$ cat src/rtl/inst_sram64_bridge.sv
// Fetch-side 64-bit instruction port responder: splits each 8-byte line request
// into two 32-bit bus beats, with a single-entry line buffer for repeat hits.
module inst_sram64_bridge #(
  parameter bit LINE_BUF_EN = 1'b1
) (
  input  logic        clk,
  input  logic        rst,
  input  logic        inst_sram_en,
  input  logic [31:0] inst_sram_addr,
  output logic [63:0] inst_sram_rdata,
  output logic        inst_sram_data_ok,
  input  logic        flush,
  input  logic        buf_inv,
  output logic        ibus_req,
  output logic [31:0] ibus_addr,
  input  logic        ibus_addr_ok,
  input  logic        ibus_data_ok,
  input  logic [31:0] ibus_rdata
);

  typedef enum logic [2:0] {IDLE, REQ0, REQ1, WAIT, DRAIN, RESP} state_t;

  state_t      state, state_nxt;
  logic [28:0] line_tag;
  logic [1:0]  outst, outst_nxt;
  logic [1:0]  rcv;
  logic [31:0] beat0;
  logic        buf_vld;
  logic [28:0] buf_tag;
  logic [63:0] buf_data;
  logic [63:0] rdata_q;

  logic accept, hit, addr_acc, dok_acc, last_beat, fill_done;
  logic unused_addr_lsb;

  assign unused_addr_lsb = ^inst_sram_addr[2:0];

  assign accept    = (state == IDLE) && inst_sram_en && !flush;
  assign hit       = LINE_BUF_EN && buf_vld && (buf_tag == inst_sram_addr[31:3]);
  assign addr_acc  = ibus_req && ibus_addr_ok;
  assign dok_acc   = ibus_data_ok && (state == REQ1 || state == WAIT || state == DRAIN);
  // Beat 1 can only come back after its own address was issued, i.e. in WAIT.
  assign last_beat = (state == WAIT) && dok_acc && (rcv == 2'd1);
  assign fill_done = last_beat && !flush;

  assign ibus_req          = (state == REQ0) || (state == REQ1);
  assign inst_sram_data_ok = (state == RESP);
  assign inst_sram_rdata   = rdata_q;

  always_comb begin
    ibus_addr = '0;
    if (state == REQ0) ibus_addr = {line_tag, 3'b000};
    else if (state == REQ1) ibus_addr = {line_tag, 3'b100};
  end

  always_comb begin
    outst_nxt = outst;
    case ({addr_acc, dok_acc})
      2'b10:   outst_nxt = outst + 2'd1;
      2'b01:   outst_nxt = outst - 2'd1;
      default: outst_nxt = outst;
    endcase
  end

  always_comb begin
    state_nxt = state;
    case (state)
      IDLE:  if (accept) state_nxt = hit ? RESP : REQ0;
      REQ0: begin
        // An address accepted in the flush cycle is still owed a data beat.
        if (flush)         state_nxt = addr_acc ? DRAIN : IDLE;
        else if (addr_acc) state_nxt = REQ1;
      end
      REQ1: begin
        if (flush)         state_nxt = (outst_nxt == 2'd0) ? IDLE : DRAIN;
        else if (addr_acc) state_nxt = WAIT;
      end
      WAIT: begin
        if (flush)          state_nxt = (outst_nxt == 2'd0) ? IDLE : DRAIN;
        else if (last_beat) state_nxt = RESP;
      end
      DRAIN: if (outst_nxt == 2'd0) state_nxt = IDLE;
      RESP:  state_nxt = IDLE;
      default: state_nxt = IDLE;
    endcase
  end

  always_ff @(posedge clk) begin
    if (rst) begin
      state    <= IDLE;
      outst    <= '0;
      rcv      <= '0;
      line_tag <= '0;
      beat0    <= '0;
      buf_vld  <= 1'b0;
      buf_tag  <= '0;
      buf_data <= '0;
      rdata_q  <= '0;
    end else begin
      state <= state_nxt;
      outst <= outst_nxt;
      if (accept) begin
        line_tag <= inst_sram_addr[31:3];
        rcv      <= '0;
      end else if (dok_acc && state != DRAIN) begin
        rcv <= rcv + 2'd1;
        if (rcv == 2'd0) beat0 <= ibus_rdata;
      end
      if (accept && hit) rdata_q <= buf_data;
      if (fill_done) begin
        rdata_q  <= {beat0, ibus_rdata};
        buf_tag  <= line_tag;
        buf_data <= {beat0, ibus_rdata};
      end
      if (buf_inv)        buf_vld <= 1'b0;
      else if (fill_done) buf_vld <= 1'b1;
    end
  end

endmodule

$ cat config.mk
export PLATFORM = sky130hd
export DESIGN_NAME = inst_sram64_bridge
export DESIGN_NICKNAME = d
export VERILOG_FILES = /design/src/rtl/inst_sram64_bridge.sv
export SDC_FILE = /design/constraint.sdc
export NUM_CORES = 1
export LEC_CHECK = 0
export BUFFER_PORTS_ARGS = -buffer_cell sky130_fd_sc_hd__buf_2
export CAP_MARGIN = 20
export CORE_ASPECT_RATIO = 1.5
export CORE_UTILIZATION = 25
export CTS_CLUSTER_DIAMETER = 30
export CTS_CLUSTER_SIZE = 12
export DETAILED_ROUTE_END_ITERATION = 6
export GPL_ROUTABILITY_DRIVEN = 1
export PLACE_DENSITY_LB_ADDON = 0.08
export SLEW_MARGIN = 5
export SYNTH_ARGS = -nofsm -noshare
export SYNTH_HDL_FRONTEND = slang
export SYNTH_SLANG_ARGS = --single-unit
$ cat constraint.sdc
create_clock -name clk -period 2.7 [get_ports clk]
set_input_delay 0.54 -clock clk [delete_from_list [all_inputs] [get_ports clk]]
set_output_delay 0.54 -clock clk [all_outputs]
set_load 0.01 [all_outputs]
==> results.toml, run 1 <==
[global_routing]
grt_util_met3_pct = 4.127
grt_max_degree = 76
grt_pass1_vias = 8616
met2_usage_pct = 28.76
grt-busiest-layer = "met2"
grt_usage_pct = 15.57
antenna_found_initial = 5
overflow = 0
grt_pass1_wl_mm = 51.12
met1_usage_pct = 17.06

[floorplan]
start_util_pct = 25.27
dieArea_um2 = 43200
die_w_um = 170.1
fp.dieH_um = 254.1
rows = 92
core_um2 = 41900
num_io_pins = 169

[synthesis]
synth_seq_cells = 226
synthFlopType = "dfxtp_1"
syn-cell-area_um2 = 10590
synthMuxAreaShare_pct = 6.238
synth-warning-count = 0
avgSynthCellArea_um2 = 8.392
ys_seq_area_share_pct = 42.72
synth_compound_gate_area_share_pct = 8.837
synth_xor_area_share_pct = 1.985
yosys.area_share.simple_pct = 31.50
synth_edf_count = 0
synth-async-reset-ratio_pct = 0
netlist_instances = 1262
ys_types = 45
synth_top_family_by_area = "simple AND/OR/NAND/NOR gates"
synthAdderAreaFrac_pct = 0.3544

[cts]
cts_setup_buffers = 0
clock_path_buffers = 3
clkSlewWorstSetupHoldPaths_ps = 40
clock_sinks = 226
htree_levels = 2
hold_buffers = 0
root_buffer = "clkbuf_16"
tritoncts = "done"
post_cts_resized = 0
cts_buffers = 55
clock_latency_ps = 580

[timing]
fin_skew_ps = 31.24
fin_crit_ps = 2506
slew-limit-headroom_pct = 44.30
whs_ps = 141.9
rsz0062_at_grt = "no"
worst_pin_slew_ps = 835.4
fmax_mhz = 399.0
finalCritPeriodShare_pct = 92.82
finalHoldViolations = 0
slew_viol_final = 0
finalSetupTns_ps = 0
setup_violations = 0

[routing]
drc = 0
dr.pass1.iters = 4
drt-total-wl_mm = 33.71
via_count = 8888
drtIter0Drc = 332
detail_route.wl_per_cell_um = 16.67
antenna_left = 0
vias_per_cell = 4.396

[placement]
gp_congestion = 0.7383
hpwlAfterDp_mm = 22.86
place_area_um2 = 11780
numPortBuffers = 163
dp_cells = 1919

[min_path]
hold_depth = 2
hold_class = "in -> reg"

[setup_path]
start_kind = "flip-flop"
arrival_ps = 1970
path_class = "reg -> out"
reg2reg_depth = 9
worstPathRequired_ps = 2160
cp-end-kind = "output port"
crit_fanout = 30

[layout]
area_growth_syn_to_layout_pct = 29.73
final_util_pct = 32.79
stdcell_area_um2 = 13740
drive_gt1_share_pct = 21.02
fillCellCount = 4582
final_net_count = 1486
final_cells = 2022

[power]
p_leak_nw = 5.348
ir_drop_v = 0.0004859
pwr_density_cell_nw_per_um2 = 791.9

[flow_run]
maxCapViolCount = 0

[run_status]
status = "finished clean"
-- critical path: stages (launching register included) --
cell and delay, ps:
dfxtp_1 500, xnor2_1 120, nor2_1 130, buf_4 320, and2_1 190, buf_2 130
-- per-layer routing --
metal  share of wire [%]  vias to the layer above
met5                0.10                        -
met2                  52                      189
li1                    -                     4529
met4                 2.0                        6
met3                 5.6                       55
met1                  40                     4109
-- per-stage QoR --
stage	worst slack, ps	power [mW]
global placement	76.95	4.037
finish	193.8	10.88
CTS	136.7	11.06
global route	37.70	11.27
floorplan	492.3	3.797
detailed placement	68.42	4.039
-- registers in the layout (all words and copies together) (netlist names) --
| name | flops |
|---|---|
| beat0 | 32 |
| buf_data | 64 |
| buf_tag | 29 |
| buf_vld | 1 |
| inst_sram_rdata | 64 |
| line_tag | 29 |
| outst | 2 |
| rcv | 2 |
| state | 3 |
-- power breakdown --
group	switching [mW]	internal (mW)	leakage, nW	total, mW
Clock	2.12	4.80	0.938	6.92
Sequential	0.0466	3.39	1.82	3.44
Combinational	0.340	0.183	2.59	0.523
-- synth_stat cells, types with 3 or more instances --
cell	instances	area share, %
a21oi_1	156	7.4
dlygate4sd1_1	6	0.50
clkbuf_1	49	1.7
buf_8	3	0.43
and2_1	30	1.8
nor2_1	9	0.32
nor4_1	5	0.30
nand3_1	3	0.14
buf_6	3	0.32
xor2_1	20	1.7
nand2_1	377	13
dfxtp_1	226	43
nor3_1	4	0.19
nand3b_1	64	4.5
inv_1	12	0.43
nand2b_1	3	0.18
mux2i_1	66	6.2
a31oi_1	3	0.18
o22ai_1	4	0.24
ha_1	3	0.35
o21ai_0	4	0.19
buf_4	8	0.57
nor2b_1	7	0.41
nor3b_1	130	9.2
buf_12	9	1.7
xnor2_1	4	0.33
buf_2	17	0.80
clkbuf_8	14	1.8
-- final cells by class --
class,count,area (um^2),share of cell area (%)
multi-input combinational,915,5201,37.86
sequential,226,4524,32.93
clock buffer,69,1510,10.99
timing repair buffer,202,1306,9.508
tap,564,705.7,5.137
clock inverter,32,440.4,3.206
inverter,12,45.04,0.3279
antenna,2,5.005,0.03643
-- path summary, 6_finish.rpt --
check / start / endpoint / slack [ps]
worst min-delay path: buf_inv / buf_vld / 140
worst min register to register: buf_data[31] / buf_data[31] / 450
worst max-delay path: state[1] / ibus_addr[12] / 190
worst max register to register: buf_tag[4] / inst_sram_rdata[52] / 520
-- placed cells by master (no fill, tap or decap), types with 8 or more instances in the layout --
cell type,count
buf_4,24
nand2_1,377
dfxtp_1,226
clkbuf_16,56
bufinv_16,9
buf_2,162
mux2i_1,66
nor2_1,9
inv_1,12
buf_12,15
nor3b_1,130
nand3b_1,64
xor2_1,20
a21oi_1,156
clkinv_2,8
and2_1,30
-- cell families after synthesis --
group                    count (synthesis)
other                                    1
adder cells (fa/ha/maj)                  3
AND/OR/NAND/NOR                        644
buffers and inverters                  122
multiplexers                            66
XOR/XNOR                                24
flip-flops                             226
AO/OA/AOI/OAI                          176
Power figures use the tool's default switching activity.
==> run 2: changes to the inputs <==
--- a/config.mk
+++ b/config.mk
@@ -5,6 +5,7 @@
 export SDC_FILE = /design/constraint.sdc
 export NUM_CORES = 1
 export LEC_CHECK = 0
+export ABC_AREA = 1
 export BUFFER_PORTS_ARGS = -buffer_cell sky130_fd_sc_hd__buf_2
 export CAP_MARGIN = 20
 export CORE_ASPECT_RATIO = 1.5
@@ -14,6 +15,7 @@
 export DETAILED_ROUTE_END_ITERATION = 6
 export GPL_ROUTABILITY_DRIVEN = 1
 export PLACE_DENSITY_LB_ADDON = 0.08
+export SETUP_SLACK_MARGIN = 0.4
 export SLEW_MARGIN = 5
 export SYNTH_ARGS = -nofsm -noshare
 export SYNTH_HDL_FRONTEND = slang
==> run 2 against run 1 <==
Against the previous run: cell area fell by 7.4%; sequential share of layout area rose by 2.7 points; critical path type unchanged; clock power fell by 6.9%; maximum frequency rose by 13%; largest cell class is now flip-flops and latches; largest power group unchanged; cell count fell by 3.4%; clock skew fell by 9.2 ps; flip-flop and latch count did not move; global-route usage rose by 0.38 points; highest routed layer unchanged; critical path depth rose by 2; core utilization rose by 1.7 points.
==> results.toml, run 2 <==
[setup_path]
reg2reg_depth = 11
cp-end-kind = "output port"
crit_fanout = 15
start_kind = "flip-flop"
path_class = "reg -> out"
arrival_ps = 1670
worstPathRequired_ps = 2160

[layout]
final_net_count = 1496
fillCellCount = 3976
drive_gt1_share_pct = 22.47
multi_input_area_um2 = 4090
final_util_pct = 34.48
mostFrequentLayoutCells = "223 x dfxtp_1, 187 x nand2_1, 168 x nor2_1, 162 x buf_2, 122 x inv_1"
seqCellArea_um2 = 4533
area_growth_syn_to_layout_pct = 35.63
final_common_cell = "dfxtp_1"

[routing]
via_count = 8401
dr.pass1.iters = 4
vias_per_cell = 4.302
detail_route.wl_per_cell_um = 15.44
drc = 0
antenna_left = 0
drt-total-wl_mm = 30.15
drtIter0Drc = 343

[synthesis]
synthFlopType = "dfxtp_1"
yosys.cell_count.top_type = "dfxtp_1"
synthAdderAreaFrac_pct = 0.4001
netlist.area_leader.share_pct = 48.22
synth-async-reset-ratio_pct = 0
ys_seq_area_share_pct = 48.22
synth_top_family_by_area = "simple AND/OR/NAND/NOR gates"
synth_compound_gate_area_share_pct = 13.95
synth_commonest_cells = "226 x dfxtp_1, 190 x nand2_1, 177 x nor2_1, 126 x inv_1, 118 x o21ai_0"
synth_xor_area_share_pct = 0.7468
synth_top_area_cell = "dfxtp_1"
ys_types = 35
avgSynthCellArea_um2 = 7.482
synthMuxAreaShare_pct = 0
syn-cell-area_um2 = 9383
synth_area_leaders = "dfxtp_1 48%, nand2_1 7.6%, nor2_1 7.1%, o21ai_0 6.3%, nand3b_1 5.1%"
synth_edf_count = 0
netlist_instances = 1254
synth_seq_cells = 226
synth-warning-count = 0
yosys.area_share.simple_pct = 27.63

[cts]
htree_levels = 2
clkSlewWorstSetupHoldPaths_ps = 50
root_buffer = "clkbuf_16"
cts_buffers = 52
clock_sinks = 226
hold_buffers = 0
tritoncts = "done"
clock_path_buffers = 3
clock_latency_ps = 560

[floorplan]
rows = 86
fp.dieH_um = 239.3
dieArea_um2 = 38330
core_um2 = 36910
num_io_pins = 169
start_util_pct = 25.42
die_w_um = 160.2

[global_routing]
grt_pass1_vias = 8546
antenna_found_initial = 9
grt_max_degree = 71
grt_usage_pct = 15.95
grt_pass1_wl_mm = 47.04
overflow = 0

[run_status]
status = "finished clean"

[power]
ir_drop_v = 0.0004332
pwr_density_cell_nw_per_um2 = 891.0
p_leak_nw = 5.687

[timing]
fin_skew_ps = 22.06
setup_violations = 0
finalCritPeriodShare_pct = 82.03
finalHoldViolations = 0
fin_crit_ps = 2215
fmax_mhz = 451.5
finalSetupTns_ps = 0
rsz0062_at_grt = "yes"
slew_viol_final = 0
slew-limit-headroom_pct = 39.78
worst_pin_slew_ps = 903.3

[min_path]
hold_class = "in -> reg"
hold_depth = 2

[placement]
hpwlAfterDp_mm = 19.76
numPortBuffers = 163
gp_congestion = 0.7234

[flow_run]
maxCapViolCount = 0
## run 2: logic make-up after synthesis
logic type,after synthesis
compound gates,256
xor+xnor,8
fa+ha+maj,3
buf+inv,210
flops,226
other cells,1
simple gates,550
## run 2: area by class of cell
cell class                      instances  share of cell area (%)
Antenna cell                            5                 0.09832
Clock buffer                           65                   11.40
Clock inverter                         31                   2.832
Inverter                              129                   3.962
Multi-Input combinational cell        819                   32.14
Sequential cell                       226                   35.62
Tap cell                              484                   4.759
Timing Repair Buffer                  194                   9.193
## run 2: what timing repair did
item                                    4_1_cts  5_1_grt
cloned                                        1        0
endpoints found under the setup margin       30       47
setup buffers                                 8        0
resized for setup                            19       18
pin swaps                                     1        2
## run 2: power breakdown
| part | internal, mW | switching, mW | leakage (nW) |
|---|---|---|---|
| combinational | 0.454 | 0.791 | 2.97 |
| clock | 4.43 | 2.01 | 0.890 |
| sequential | 3.56 | 0.0863 | 1.83 |
## run 2: through the flow
stage	cell area [um^2]	std cells	hold WS, ps	power (mW)	setup slack (ps)
2_1_floorplan	9387	1255	429.7	4.356	684.9
3_5_place_dp	10710	1843	446.0	4.743	293.5
6_report	12730	1953	140.9	11.34	485.2
3_3_place_gp	10710	1843	444.4	4.740	294.2
4_1_cts	12660	1948	109.3	11.49	408.0
5_1_grt	12720	1949	132.3	11.86	383.2
## run 2: worst max-delay path, cell delays in order, from the launching register on
cell and delay, ps:
dfxtp_4 370, inv_2 60, nand3_2 80, nand2_2 110, inv_4 70, buf_12 150
nor2_2 120, buf_2 140
## run 2: worst paths after layout
path | from | end | slack, ps
setup / recovery | state[1] | ibus_addr[30] | 490
hold / removal | buf_inv | buf_vld | 140
setup reg to reg | state[1] | inst_sram_rdata[0] | 550
hold reg to reg | beat0[29] | beat0[29] | 450
## run 2: per-layer routing
metal	up-vias	GRT usage (%)	part of all wire [%]
met5	-	0	0.19
li1	4316	-	-
met3	67	4.589	5.7
met1	3842	16.31	39
met4	10	5.685	2.3
met2	166	30.46	53
==> run 3: changes to the inputs <==
==> constraint.sdc (replaced) <==
create_clock -name clk -period 2.2 [get_ports clk]
set_input_delay 0.44 -clock clk [delete_from_list [all_inputs] [get_ports clk]]
set_output_delay 0.44 -clock clk [all_outputs]
set_load 0.01 [all_outputs]
==> run 3 against run 2 <==
Against the previous run: the flow now finishes with violations (negative setup slack); setup slack got worse by 580 ps; via count rose by 2.7%; critical path depth rose by 2; first-iteration DRC count rose by 1.7%; critical endpoint is now ibus_addr[31]; highest routed layer unchanged.
==> results.toml, run 3 (same netlist as run 2, synthesis figures left out) <==
[floorplan]
fp.dieH_um = 239.3
rows = 86
dieArea_um2 = 38330
die_w_um = 160.2
core_um2 = 36910
num_io_pins = 169
start_util_pct = 25.42

[timing]
rsz0062_at_grt = "yes"
whs_ps = 82.25
fin_skew_ps = 13.40
slew-limit-headroom_pct = 40.50
setup_violations = 30
worst_pin_slew_ps = 892.5
fmax_mhz = 436.7
finalCritPeriodShare_pct = 104.1
slew_viol_final = 0
fin_ws_ps = -90.04
finalHoldViolations = 0
fin_crit_ps = 2290

[setup_path]
worstPathRequired_ps = 1760
crit_fanout = 7
r2r_end = "state[2]"
path_class = "reg -> out"
r2r_start = "state[1]"
cp-end-kind = "output port"
reg2reg_depth = 15
arrival_ps = 1850
regToRegSetupSlack_ps = -60
start_kind = "flip-flop"

[cts]
root_buffer = "clkbuf_16"
clock_latency_ps = 560
clock_sinks = 226
cts_buffers = 56
tritoncts = "done"
clock_path_buffers = 3
hold_buffers = 0
htree_levels = 2
clkSlewWorstSetupHoldPaths_ps = 40

[routing]
dr.pass1.iters = 4
vias_per_cell = 4.336
via_count = 8632
drtIter0Drc = 349
antenna_left = 0
detail_route.wl_per_cell_um = 15.94
drt-total-wl_mm = 31.75
drc = 0

[power]
p_leak_nw = 6.110
ir_drop_v = 0.0005928
finalPower_mw = 15.08
pwr_density_cell_nw_per_um2 = 1083

[layout]
fillCellCount = 3880
area_growth_syn_to_layout_pct = 48.33
final_common_cell = "dfxtp_1"
mostFrequentLayoutCells = "223 x dfxtp_1, 181 x nand2_1, 149 x nor2_1, 142 x buf_2, 121 x inv_1"
final_net_count = 1533
drive_gt1_share_pct = 26.81

[placement]
numPortBuffers = 163
preCtsSetupSlack_ps = -92.86
gp_congestion = 0.7331
hpwlAfterDp_mm = 19.77

[global_routing]
overflow = 0
met1_usage_pct = 17.70
met2_usage_pct = 31.59
grt_usage_pct = 16.62
grt_pass1_wl_mm = 48.91
grt_util_met3_pct = 4.346
grt_max_degree = 71
antenna_found_initial = 9
grt_pass1_vias = 8618
grt-busiest-layer = "met2"

[min_path]
worstHoldStart = "buf_inv"
min_to = "buf_vld"
hold_depth = 2
hold_class = "in -> reg"

[flow_run]
maxCapViolCount = 0

[run_status]
status = "finished, violations left"
violations = "negative setup slack"
run 3: area by class of cell:
| cell class | count | area, um^2 | area share (%) |
|---|---|---|---|
| diodes | 4 | 10.01 | 0.07192 |
| clock buffers | 87 | 1730 | 12.43 |
| clock inverters | 15 | 211.5 | 1.519 |
| inverters | 129 | 513.0 | 3.686 |
| multi-input cells | 820 | 4452 | 31.99 |
| flip-flops and latches | 226 | 4536 | 32.59 |
| well taps | 484 | 605.6 | 4.351 |
| repair buffers | 226 | 1859 | 13.36 |
run 3: worst max-delay path by stage:
stage                             startpoint             endpoint  depth (start not counted)  slack [ps]
final                               state[1]        ibus_addr[31]                          9         -90
after global routing                state[1]         ibus_addr[5]                          9        -170
after CTS                           state[2]         ibus_addr[4]                          9        -140
after detailed placement  inst_sram_addr[24]  inst_sram_rdata[30]                         14         -90
after global placement    inst_sram_addr[30]  inst_sram_rdata[22]                         11         -90
after floorplan                     state[2]             state[1]                         13         400
run 3: worst max-delay path, stage by stage, from the launching register on:
cell,delay [ps]
dfxtp_4,360
inv_4,60
nand3_4,80
nand2_4,80
buf_6,100
clkinvlp_4,80
buf_12,150
buf_16,150
nor2_4,110
buf_6,110
run 3: per-layer routing:
metal | part of all wire (%) | vias up | wire length, um
met2 | 54 | 179 | 17030
met5 | 0.14 | - | 44
met3 | 5.0 | 58 | 1587
li1 | - | 4394 | -
met4 | 2.1 | 8 | 655
met1 | 39 | 3993 | 12430
run 3: repair_timing:
item / 4_1_cts / 5_1_grt
pin swaps: 17 / 9
setup buffers: 22 / 4
resized for setup: 109 / 44
endpoints found under the setup margin: 172 / 220
cloned: 10 / 0
run 3: through the flow:
step | TNS, ps | utilization [%] | cell area (um^2) | instances
detailed placement | -4595 | 29.37 | 10840 | 1849
global route | -7399 | 37.69 | 13910 | 1989
floorplan | 0 | - | 9437 | 1255
global placement | -4516 | 29.37 | 10840 | 1849
finish | -1935 | 37.71 | 13920 | 1991
CTS | -3511 | 37.00 | 13660 | 1983
run 3: power by group:
part           switching, mW  leakage (nW)  internal (mW)
logic                   1.31          3.32          0.968
registers              0.117          1.83           4.38
clock network           2.42         0.964           5.88
